## src/rtl/ocp3_nic_pkg.sv

```systemverilog
// rtl/ocp3_nic_pkg.sv - shared state encodings and fault codes for the NIC power monitor
package ocp3_nic_pkg;

  localparam int CODE_W = 3;

  typedef enum logic [2:0] {
    ST_IDLE      = 3'd0,
    ST_AUX_WAIT  = 3'd1,
    ST_AUX_ON    = 3'd2,
    ST_MAIN_WAIT = 3'd3,
    ST_MAIN_ON   = 3'd4,
    ST_FAULT     = 3'd5
  } mon_state_t;

  localparam logic [CODE_W-1:0] FC_NONE      = 3'd0;
  localparam logic [CODE_W-1:0] FC_AUX_TO    = 3'd1;
  localparam logic [CODE_W-1:0] FC_AUX_LOSS  = 3'd2;
  localparam logic [CODE_W-1:0] FC_MAIN_TO   = 3'd3;
  localparam logic [CODE_W-1:0] FC_MAIN_LOSS = 3'd4;
  localparam logic [CODE_W-1:0] FC_REMOVED   = 3'd5;

endpackage

```

## src/rtl/ocp3_nic_slot_mon.sv

```systemverilog
// rtl/ocp3_nic_slot_mon.sv - one NIC slot: input synchronisers, supervisor FSM, timeout and loss-filter counters
module ocp3_nic_slot_mon
  import ocp3_nic_pkg::*;
#(
  parameter int AUX_TIMEOUT_MS  = 50,
  parameter int MAIN_TIMEOUT_MS = 100,
  parameter int GLITCH_CYC      = 4
) (
  input  logic              clk,
  input  logic              rst_n,
  input  logic              tick,
  input  logic              fault_clr,
  input  logic              prsnt_n,
  input  logic              aux_en,
  input  logic              main_en,
  input  logic              pg_p12v,
  input  logic              pg_p3v3,
  input  logic              pg_main,
  output logic              fault,
  output logic [CODE_W-1:0] fault_code,
  output logic [2:0]        state
);

  localparam logic [7:0] AUX_LIM  = 8'(AUX_TIMEOUT_MS);
  localparam logic [7:0] MAIN_LIM = 8'(MAIN_TIMEOUT_MS);
  localparam logic [7:0] GLITCH   = 8'(GLITCH_CYC);

  logic [5:0] sync1, sync2;
  always_ff @(posedge clk or negedge rst_n) begin
    if (!rst_n) begin
      sync1 <= '0;
      sync2 <= '0;
    end else begin
      sync1 <= {prsnt_n, aux_en, main_en, pg_p12v, pg_p3v3, pg_main};
      sync2 <= sync1;
    end
  end

  logic present, aux_en_s, main_en_s, aux_pg, main_pg;
  assign present   = ~sync2[5];
  assign aux_en_s  = sync2[4];
  assign main_en_s = sync2[3];
  assign aux_pg    = sync2[2] & sync2[1];
  assign main_pg   = sync2[0];

  mon_state_t        state_q, state_d;
  logic [CODE_W-1:0] code_q, code_d;
  logic [7:0]        ms_cnt, aux_lo_cnt, main_lo_cnt;

  logic in_wait, aux_req, main_req;
  assign in_wait  = (state_q == ST_AUX_WAIT) || (state_q == ST_MAIN_WAIT);
  assign aux_req  = state_q inside {ST_AUX_ON, ST_MAIN_WAIT, ST_MAIN_ON};
  assign main_req = (state_q == ST_MAIN_ON);

  // Counter sits at zero outside the WAIT states, so every WAIT entry starts a fresh window.
  always_ff @(posedge clk or negedge rst_n) begin
    if (!rst_n) begin
      ms_cnt      <= '0;
      aux_lo_cnt  <= '0;
      main_lo_cnt <= '0;
    end else begin
      if (!in_wait)                  ms_cnt <= '0;
      else if (tick && ms_cnt != 8'hFF) ms_cnt <= ms_cnt + 8'd1;

      if (!aux_req || aux_pg)        aux_lo_cnt <= '0;
      else if (aux_lo_cnt != GLITCH) aux_lo_cnt <= aux_lo_cnt + 8'd1;

      if (!main_req || main_pg)        main_lo_cnt <= '0;
      else if (main_lo_cnt != GLITCH)  main_lo_cnt <= main_lo_cnt + 8'd1;
    end
  end

  logic aux_loss, main_loss, tick_hit, aux_to, main_to;
  assign aux_loss  = (aux_lo_cnt == GLITCH);
  assign main_loss = (main_lo_cnt == GLITCH);
  assign tick_hit  = tick && (ms_cnt != 8'hFF);
  assign aux_to    = tick_hit && ((ms_cnt + 8'd1) == AUX_LIM);
  assign main_to   = tick_hit && ((ms_cnt + 8'd1) == MAIN_LIM);

  always_ff @(posedge clk or negedge rst_n) begin
    if (!rst_n) begin
      state_q <= ST_IDLE;
      code_q  <= FC_NONE;
    end else begin
      state_q <= state_d;
      code_q  <= code_d;
    end
  end

  // Branch order inside each state encodes the event priority.
  always_comb begin
    state_d = state_q;
    code_d  = code_q;
    case (state_q)
      ST_IDLE: begin
        if (aux_en_s && present) state_d = ST_AUX_WAIT;
      end
      ST_AUX_WAIT: begin
        if (!present)      begin state_d = ST_FAULT; code_d = FC_REMOVED; end
        else if (aux_to)   begin state_d = ST_FAULT; code_d = FC_AUX_TO;  end
        else if (!aux_en_s) state_d = ST_IDLE;
        else if (aux_pg)    state_d = ST_AUX_ON;
      end
      ST_AUX_ON: begin
        if (!present)       begin state_d = ST_FAULT; code_d = FC_REMOVED;  end
        else if (aux_loss)  begin state_d = ST_FAULT; code_d = FC_AUX_LOSS; end
        else if (!aux_en_s) state_d = ST_IDLE;
        else if (main_en_s) state_d = ST_MAIN_WAIT;
      end
      ST_MAIN_WAIT: begin
        if (!present)        begin state_d = ST_FAULT; code_d = FC_REMOVED;  end
        else if (aux_loss)   begin state_d = ST_FAULT; code_d = FC_AUX_LOSS; end
        else if (main_to)    begin state_d = ST_FAULT; code_d = FC_MAIN_TO;  end
        else if (!main_en_s) state_d = ST_AUX_ON;
        else if (main_pg)    state_d = ST_MAIN_ON;
      end
      ST_MAIN_ON: begin
        if (!present)        begin state_d = ST_FAULT; code_d = FC_REMOVED;   end
        else if (aux_loss)   begin state_d = ST_FAULT; code_d = FC_AUX_LOSS;  end
        else if (main_loss)  begin state_d = ST_FAULT; code_d = FC_MAIN_LOSS; end
        else if (!main_en_s) state_d = ST_AUX_ON;
      end
      ST_FAULT: begin
        if (fault_clr && !aux_en_s) begin state_d = ST_IDLE; code_d = FC_NONE; end
      end
      default: begin
        state_d = ST_IDLE;
        code_d  = FC_NONE;
      end
    endcase
  end

  assign fault      = (state_q == ST_FAULT);
  assign fault_code = code_q;
  assign state      = state_q;

endmodule

```

## src/rtl/ocp3_nic_pwr_monitor.sv

```systemverilog
// rtl/ocp3_nic_pwr_monitor.sv - two-slot OCP3 NIC power-fault supervisor; aggregates per-slot monitors
module ocp3_nic_pwr_monitor
  import ocp3_nic_pkg::*;
#(
  parameter int AUX_TIMEOUT_MS  = 50,
  parameter int MAIN_TIMEOUT_MS = 100,
  parameter int GLITCH_CYC      = 4
) (
  input  logic              iClk,
  input  logic              iRst_n,
  input  logic              iTick_1ms,
  input  logic              iFault_Clr,
  input  logic              iPRSNT_NIC0_N,
  input  logic              iPRSNT_NIC1_N,
  input  logic              iNIC0_AUX_PWR_EN,
  input  logic              iNIC0_MAIN_PWR_EN,
  input  logic              iNIC1_AUX_PWR_EN,
  input  logic              iNIC1_MAIN_PWR_EN,
  input  logic              iPWRGD_P12V_NIC0,
  input  logic              iPWRGD_P3V3_NIC0,
  input  logic              iPWRGD_NIC0_PWR_GOOD,
  input  logic              iPWRGD_P12V_NIC1,
  input  logic              iPWRGD_P3V3_NIC1,
  input  logic              iPWRGD_NIC1_PWR_GOOD,
  output logic              oNIC0_FAULT,
  output logic [CODE_W-1:0] oNIC0_FAULT_CODE,
  output logic              oNIC1_FAULT,
  output logic [CODE_W-1:0] oNIC1_FAULT_CODE,
  output logic              oNIC_FAULT_N,
  output logic [5:0]        oNIC_MON_FSM
);

  logic [2:0] state0, state1;

  ocp3_nic_slot_mon #(
    .AUX_TIMEOUT_MS (AUX_TIMEOUT_MS),
    .MAIN_TIMEOUT_MS(MAIN_TIMEOUT_MS),
    .GLITCH_CYC     (GLITCH_CYC)
  ) u_slot0 (
    .clk       (iClk),
    .rst_n     (iRst_n),
    .tick      (iTick_1ms),
    .fault_clr (iFault_Clr),
    .prsnt_n   (iPRSNT_NIC0_N),
    .aux_en    (iNIC0_AUX_PWR_EN),
    .main_en   (iNIC0_MAIN_PWR_EN),
    .pg_p12v   (iPWRGD_P12V_NIC0),
    .pg_p3v3   (iPWRGD_P3V3_NIC0),
    .pg_main   (iPWRGD_NIC0_PWR_GOOD),
    .fault     (oNIC0_FAULT),
    .fault_code(oNIC0_FAULT_CODE),
    .state     (state0)
  );

  ocp3_nic_slot_mon #(
    .AUX_TIMEOUT_MS (AUX_TIMEOUT_MS),
    .MAIN_TIMEOUT_MS(MAIN_TIMEOUT_MS),
    .GLITCH_CYC     (GLITCH_CYC)
  ) u_slot1 (
    .clk       (iClk),
    .rst_n     (iRst_n),
    .tick      (iTick_1ms),
    .fault_clr (iFault_Clr),
    .prsnt_n   (iPRSNT_NIC1_N),
    .aux_en    (iNIC1_AUX_PWR_EN),
    .main_en   (iNIC1_MAIN_PWR_EN),
    .pg_p12v   (iPWRGD_P12V_NIC1),
    .pg_p3v3   (iPWRGD_P3V3_NIC1),
    .pg_main   (iPWRGD_NIC1_PWR_GOOD),
    .fault     (oNIC1_FAULT),
    .fault_code(oNIC1_FAULT_CODE),
    .state     (state1)
  );

  assign oNIC_FAULT_N = ~(oNIC0_FAULT | oNIC1_FAULT);
  assign oNIC_MON_FSM = {state0, state1};

endmodule

```

## config.mk

```make
export PLATFORM = sky130hd
export DESIGN_NAME = ocp3_nic_pwr_monitor
export DESIGN_NICKNAME = d
export VERILOG_FILES = /design/src/rtl/ocp3_nic_pkg.sv /design/src/rtl/ocp3_nic_slot_mon.sv /design/src/rtl/ocp3_nic_pwr_monitor.sv
export SDC_FILE = /design/constraint.sdc
export NUM_CORES = 1
export LEC_CHECK = 0
export BUFFER_PORTS_ARGS = -buffer_cell sky130_fd_sc_hd__buf_2
export CAP_MARGIN = 20
export CORE_MARGIN = 4
export CORE_UTILIZATION = 60
export DETAILED_ROUTE_END_ITERATION = 6
export GPL_TIMING_DRIVEN = 0
export HOLD_SLACK_MARGIN = 0.02
export PLACE_DENSITY = 0.78
export SLEW_MARGIN = 20
export SYNTH_ARGS = -nofsm -noshare
export SYNTH_HDL_FRONTEND = slang
export SYNTH_SLANG_ARGS = --single-unit
```

## constraint.sdc

```tcl
create_clock -name iClk -period 3.95 [get_ports iClk]
set_input_delay 0.79 -clock iClk [delete_from_list [all_inputs] [get_ports iClk]]
set_output_delay 0.79 -clock iClk [all_outputs]
set_load 0.1 [all_outputs]
```

==> impl_metrics.env, run 1 <==
export IMPL_cts_tree="yes"
export IMPL_die_w_um=93.9
export IMPL_stdcell_area_um2=4950
export IMPL_rr_startpoint="u_slot1.ms_cnt[0]$_DFFE_PN0P_"
export IMPL_r2r_setup_slack_ns=1.34
export IMPL_drv_slew=0
export IMPL_ant_nets=0
export IMPL_gp_congestion=0.900
export IMPL_rsz0062_at_grt="false"
export IMPL_syn_avg_cell_area_um2=9.41
export IMPL_reg2regPathDepth=7
export IMPL_dp_hpwl_um=6210
export IMPL_worstPathMaxFanout=10
export IMPL_first_iter_violations=183
export IMPL_syn_inst=471
export IMPL_ys_flop_type="dfrtp_1"
export IMPL_post_cts_setup_buffers=0
export IMPL_synth_area_leaders="dfrtp_1, nor2_1, xor2_1"
export IMPL_power_density_nw_per_um2=587
export IMPL_slew_headroom=0.566
export IMPL_synth_cell_type_count=69
export IMPL_routed_wl_um=8700
export IMPL_utilization=0.687
export IMPL_cp_cell_sequence="clkbuf_1 > clkinv_1 > nand2_1 > nor2_2 > nor2_2 > buf_2"
export IMPL_row_count=31
export IMPL_grt_ovfl_total=0
export IMPL_via_count=3538
export IMPL_synth_top_area_frac=0.474
export IMPL_cts_sink_count=84
export IMPL_port_buffers=30
export IMPL_core_area_um2=7210
export IMPL_fillers=605
export IMPL_yosysTopAreaCell="dfrtp_1"
export IMPL_crit_cells=6
export IMPL_synth_nets=500
export IMPL_cts_hold_buf=0
export IMPL_antenna_found_initial=0
export IMPL_io_pins=31
export IMPL_syn_to_final_growth_pct=11.8
export IMPL_path_class="register to output port"
export IMPL_cts_root_buf="clkbuf_8"
export IMPL_grt_pass1_vias=3444
export IMPL_synth_cell_area_um2=4430
export IMPL_path_clk_slew_ns=0.09
export IMPL_final_nets=542
export IMPL_ctsResizeCount=0
export IMPL_dpl_cell_area_um2=4750
export IMPL_cp_arrival_ns=2.24
export IMPL_synth_edf_count=0
export IMPL_grt_max_degree=61
export IMPL_cp_end_kind="output port"
export IMPL_viasPerCell=5.73
export IMPL_cp_num_buf_inv=3
export IMPL_clock_latency_ns=0.36
export IMPL_cts_buffers=9
export IMPL_setup_viol=0
export IMPL_tightest_slew_ns=0.648
export IMPL_yosysSeqAreaShare=0.474
export IMPL_finClkSkew_ns=0.00819
export IMPL_status="completed"
export IMPL_crit_end="oNIC_FAULT_N"
export IMPL_p_leak_nw=2.17
export IMPL_start_util=0.614
export IMPL_vdd_drop_max_mv=0.655
export IMPL_synth_seq_cells=84
export IMPL_htreeDepth=3
export IMPL_timing_final_crit_share=0.766
export IMPL_drt_pass1_iter_count=6
export IMPL_max_cap_violations=0
export IMPL_n_antenna_cell=0
export IMPL_r2r_end="u_slot1.fault_code[2]$_DFFE_PN0P_"
export IMPL_power_mw=2.91
export IMPL_avgRoutedWirePerCell_um=14.1
export IMPL_crit_path_frequent_cell="nor2_2"
export IMPL_grtUsageTotal=0.219
export IMPL_cp_top_family="buffers and inverters"
export IMPL_die_height_um=93.9
export IMPL_hold_viol_final=0
export IMPL_fmax_mhz=330
export IMPL_die_area_um2=8830
export IMPL_drive_above_1_share=0.143
export IMPL_finalCriticalPeriod_ns=3.03
export IMPL_yosysWarnings=0
export IMPL_synth_async_reset_ratio=1.00
export IMPL_drc=0
export IMPL_startpoint="u_slot1.state[1]$_DFFE_PN0P_"
export IMPL_critPathRequiredTime_ns=3.16
export IMPL_finalSetupTns_ns=0
export IMPL_critPathSlowestCell="buf_2"
export IMPL_clockBufferDepth=2
export IMPL_slowest_delay_ns=0.42
export IMPL_grt_first_pass_wirelength_um=15600
export IMPL_cp_start_kind="register"
export IMPL_hp_class="primary input to async pin"
[cell usage after synthesis, drive strengths merged, types with 2 or more instances]
cell type,number
a21o,4
o2bb2ai,2
o21ai,23
nand2,36
a311oi,2
clkbuf,12
nor2b,5
a31oi,5
clkinv,3
nand2b,2
o211ai,4
or4,2
o22ai,4
a211oi,3
a21oi,21
dfrtp,84
ha,13
nor3,8
xor2,23
mux2i,2
a22oi,2
and3,11
a41o,2
nand3,32
mux2,3
nor2,75
a2bb2oi,3
nand3b,2
o311ai,2
or3,3
nor4,2
buf,4
o21a,2
nor4b,2
xnor2,17
nand4,8
a211o,2
inv,21
o31a,3
[flip-flops by register name, indices dropped and copies added (netlist names), 8 cells and up]
name	count
u_slot1.aux_lo_cnt	8
u_slot0.ms_cnt	8
u_slot1.ms_cnt	8
u_slot1.main_lo_cnt	8
u_slot0.aux_lo_cnt	8
u_slot0.main_lo_cnt	8
[layout by cell type (no fill, tap or decap), types with 6 or more instances in the layout]
cell type / count
buf_2: 33
clkbuf_1: 10
o21ai_0: 20
nand2_1: 35
clkbuf_8: 10
nor2_1: 73
nand3_1: 31
ha_1: 13
and3_1: 10
nand4_1: 8
a21oi_1: 21
xnor2_1: 17
dfrtp_1: 84
nor3_1: 6
inv_1: 21
xor2_1: 23
[per-stage QoR]
stage	hold slack, ns	worst slack, ns	std cells
2_1_floorplan	0.331	0.317	471
3_3_place_gp	0.332	1.35	600
3_5_place_dp	0.335	1.27	601
4_1_cts	0.332	0.963	617
5_1_grt	0.337	0.778	617
6_report	0.326	0.923	617
[cell families (layout without fill, tap and decap cells)]
| group | Yosys count | in the layout | synth area share |
|---|---|---|---|
| DFF | 84 | 84 | 0.474 |
| buffers and inverters | 40 | 87 | 0.0375 |
| and+or+nand+nor | 195 | 195 | 0.211 |
| xor gates and xnor gates | 40 | 40 | 0.0791 |
| adders and majority gates | 13 | 13 | 0.0367 |
| AOI/OAI and AO/OA | 94 | 94 | 0.149 |
| muxes | 5 | 5 | 0.0121 |
[layout make-up]
cell class / count / area (µm²) / share of cell area
Multi-Input combinational cell: 347 / 2180 / 0.440
Sequential cell: 84 / 2100 / 0.424
Timing Repair Buffer: 31 / 180 / 0.0364
Clock buffer: 9 / 124 / 0.0250
Tap cell: 99 / 124 / 0.0250
Inverter: 24 / 90.1 / 0.0182
Clock inverter: 7 / 78.8 / 0.0159
Buffer: 16 / 76.3 / 0.0154
[worst register-to-register path, cell delays in order, from the launching register on]
cell and delay [ns]:
dfrtp_1 0.47, and3_1 0.24, or3b_2 0.45, a21oi_1 0.34
a2111oi_0 0.17, a21oi_1 0.28, o21a_1 0.22, mux2_2 0.34
[report_power, final]
group | internal [mW] | leakage, nW | switching, mW
Sequential | 0.956 | 1.10 | 0.0839
Combinational | 0.336 | 0.967 | 0.922
Clock | 0.255 | 0.104 | 0.355
[worst min path at each step]
stage	cells past startpoint	start	slack, ns	endpoint
global route	1	iRst_n	0.34	u_slot1.ms_cnt[3]$_DFFE_PN0P_
finish	1	iRst_n	0.33	u_slot1.ms_cnt[3]$_DFFE_PN0P_
floorplan	0	u_slot0.sync1[0]$_DFF_PN0_	0.33	u_slot0.sync2[0]$_DFF_PN0_
detailed placement	0	u_slot0.sync1[2]$_DFF_PN0_	0.33	u_slot0.sync2[2]$_DFF_PN0_
global placement	0	u_slot0.sync1[4]$_DFF_PN0_	0.33	u_slot0.sync2[4]$_DFF_PN0_
CTS	1	iRst_n	0.33	u_slot1.ms_cnt[3]$_DFFE_PN0P_
[layer usage]
metal / part of all wire / GRT usage / routed length (µm) / vias up
met5: 0 / 0 / 0 / -
met4: 0.014 / 0.0517 / 119 / 0
met3: 0.053 / 0.0529 / 463 / 12
met2: 0.48 / 0.356 / 4150 / 108
met1: 0.46 / 0.296 / 3960 / 1691
li1: - / - / - / 1727
Power figures use the tool's default switching activity.
==> inputs of run 2 (changes only) <==
ABC_AREA = 1   (was default)
CORE_UTILIZATION = 55   (was 60)
PLACE_DENSITY = 0.75   (was 0.78)
clock period = 2.4 ns   (was 3.95 ns; I/O delays follow)
==> run 2 against run 1 <==
Flip-flop and latch count unchanged; register-to-register slack worse by 0.93 ns; clock power up 84%; via count is 11% higher; die area increased by 12%; routed wire length up 5.1%; final area rose by 4.0%; first-iteration DRC count increased by 8.2%; total power up 75%; critical path type unchanged; largest power group unchanged.
==> impl_metrics.env, run 2 <==
export IMPL_synth_simple_area_share=0.318
export IMPL_syn_inst=603
export IMPL_synth_xor_area_frac=0.00759
export IMPL_vdd_drop_max_mv=0.898
export IMPL_fmax_mhz=473
export IMPL_tightest_slew_ns=0.530
export IMPL_hp_class="primary input to async pin"
export IMPL_avgRoutedWirePerCell_um=12.1
export IMPL_reg2regPathDepth=11
export IMPL_dp_hpwl_um=6980
export IMPL_cts_root_buf="clkbuf_8"
export IMPL_layout_common_cells="nand2_1, inv_1, dfrtp_1, nor2_1, nand3_1"
export IMPL_die_area_um2=9920
export IMPL_post_synth_top_count_cell="nand2_1"
export IMPL_synth_area_leaders="dfrtp_1, nand2_1, inv_1"
export IMPL_synth_top_family_by_area="simple AND/OR/NAND/NOR gates"
export IMPL_final_nets=674
export IMPL_via_count=3921
export IMPL_path_class="register to output port"
export IMPL_grt_first_pass_wirelength_um=16000
export IMPL_routed_wl_um=9140
export IMPL_clockBufferDepth=2
export IMPL_grt_pass1_vias=3685
export IMPL_setup_viol=0
export IMPL_gp_congestion=0.877
export IMPL_cp_arrival_ns=1.63
export IMPL_post_cts_setup_buffers=0
export IMPL_synthMuxAreaShare=0
export IMPL_hold_viol_final=0
export IMPL_max_cap_violations=0
export IMPL_drt_pass1_iter_count=4
export IMPL_start_util=0.564
export IMPL_synth_compound_area_frac=0.102
export IMPL_yosysWarnings=0
export IMPL_row_count=33
export IMPL_n_antenna_cell=0
export IMPL_viasPerCell=5.19
export IMPL_cts_sink_count=84
export IMPL_die_w_um=99.6
export IMPL_synth_seq_cells=84
export IMPL_die_height_um=99.6
export IMPL_port_buffers=30
export IMPL_yosysTopAreaCell="dfrtp_1"
export IMPL_cts_buffers=9
export IMPL_synth_top_area_frac=0.456
export IMPL_cp_start_kind="register"
export IMPL_final_common_cell="nand2_1"
export IMPL_synth_cell_type_count=33
export IMPL_synth_cell_area_um2=4610
export IMPL_antenna_found_initial=0
export IMPL_syn_avg_cell_area_um2=7.65
export IMPL_first_iter_violations=198
export IMPL_status="completed"
export IMPL_synth_nets=632
export IMPL_power_density_nw_per_um2=988
export IMPL_grt_max_degree=47
export IMPL_startpoint="u_slot1.state[2]$_DFFE_PN0P_"
export IMPL_utilization=0.630
export IMPL_synthAdderAreaFrac=0.0352
export IMPL_core_area_um2=8180
export IMPL_yosysSeqAreaShare=0.456
export IMPL_clock_latency_ns=0.36
export IMPL_htreeDepth=3
export IMPL_timing_final_crit_share=0.881
export IMPL_rr_startpoint="u_slot1.ms_cnt[0]$_DFFE_PN0P_"
export IMPL_ctsResizeCount=0
export IMPL_grt_ovfl_total=0
export IMPL_rsz0062_at_grt="false"
export IMPL_finalCriticalPeriod_ns=2.11
export IMPL_synth_async_reset_ratio=1.00
export IMPL_drv_slew=0
export IMPL_critPathRequiredTime_ns=1.92
export IMPL_syn_to_final_growth_pct=11.6
export IMPL_cts_hold_buf=0
export IMPL_drc=0
export IMPL_r2r_setup_slack_ns=0.41
export IMPL_cts_tree="yes"
export IMPL_r2r_end="u_slot1.state[0]$_DFFE_PN0P_"
export IMPL_grtUsageTotal=0.198
export IMPL_synth_common_cells="nand2_1, inv_1, dfrtp_1"
export IMPL_holdWs_ns=0.0926
export IMPL_slew_headroom=0.647
export IMPL_drive_above_1_share=0.146
export IMPL_p_leak_nw=2.47
export IMPL_cp_end_kind="output port"
export IMPL_worstPathMaxFanout=8
export IMPL_ys_flop_type="dfrtp_1"
export IMPL_io_pins=31
export IMPL_synth_edf_count=0
export IMPL_finClkSkew_ns=0.0140
export IMPL_ant_nets=0
export IMPL_path_clk_slew_ns=0.09
-- run 2: area by class of cell --
cell class,instances,area (µm²)
repair buffers,31,180
plain buffers,2,8.76
clock buffers,9,124
multi-input cells,420,2140
inverters,97,368
fillers,745,3020
clock inverters,7,97.6
flip-flops and latches,84,2100
well taps,105,131
-- run 2: routing by layer --
metal | vias to the layer above | routed length [µm] | track usage
li1 | 2029 | - | -
met4 | 0 | 100 | 0.0683
met5 | - | 0 | 0
met1 | 1817 | 4460 | 0.274
met3 | 11 | 365 | 0.0379
met2 | 64 | 4220 | 0.313
-- run 2: worst max-delay path, stage by stage, from the launching register on --
cell and delay, ns:
dfrtp_1 0.38, buf_2 0.17, nand3_1 0.18, nand2_1 0.09
inv_1 0.06, buf_2 0.41
-- run 2: worst max-delay path by stage --
stage                                        end  slack [ns]
2_1_floorplan                       oNIC_FAULT_N      -0.004
3_3_place_gp   u_slot0.aux_lo_cnt[5]$_DFFE_PN0P_        0.17
3_5_place_dp        u_slot1.state[2]$_DFFE_PN0P_        0.46
4_1_cts                             oNIC_FAULT_N        0.26
5_1_grt             u_slot1.state[2]$_DFFE_PN0P_        0.16
6_report                            oNIC_FAULT_N        0.29
-- run 2: power breakdown --
part / switching [mW] / total [mW] / leakage [nW] / internal [mW]
sequential: 0.159 / 1.74 / 1.10 / 1.59
clock: 0.526 / 1.12 / 0.106 / 0.591
combinational: 1.71 / 2.23 / 1.26 / 0.520
-- run 2: kinds of logic (layout without fill, tap and decap cells) --
| kind of cell | after synthesis | count (layout) |
|---|---|---|
| simple gates | 315 | 315 |
| xor+xnor | 4 | 4 |
| fa+ha+maj | 13 | 13 |
| compound gates | 88 | 88 |
| flops | 84 | 84 |
| buf+inv | 99 | 146 |
-- run 2: per-stage QoR --
stage / std cells / instance area (µm²) / total power [mW] / worst slack, ns / setup TNS (ns)
after global placement: 738 / 4900 / 3.96 / 0.168 / 0
after CTS: 755 / 5150 / 5.13 / 0.259 / 0
after detailed placement: 739 / 4930 / 4.00 / 0.456 / 0
after floorplan: 603 / 4620 / 3.56 / -0.00382 / -0.00382
final: 755 / 5150 / 5.09 / 0.285 / 0
after global routing: 755 / 5150 / 5.45 / 0.164 / 0
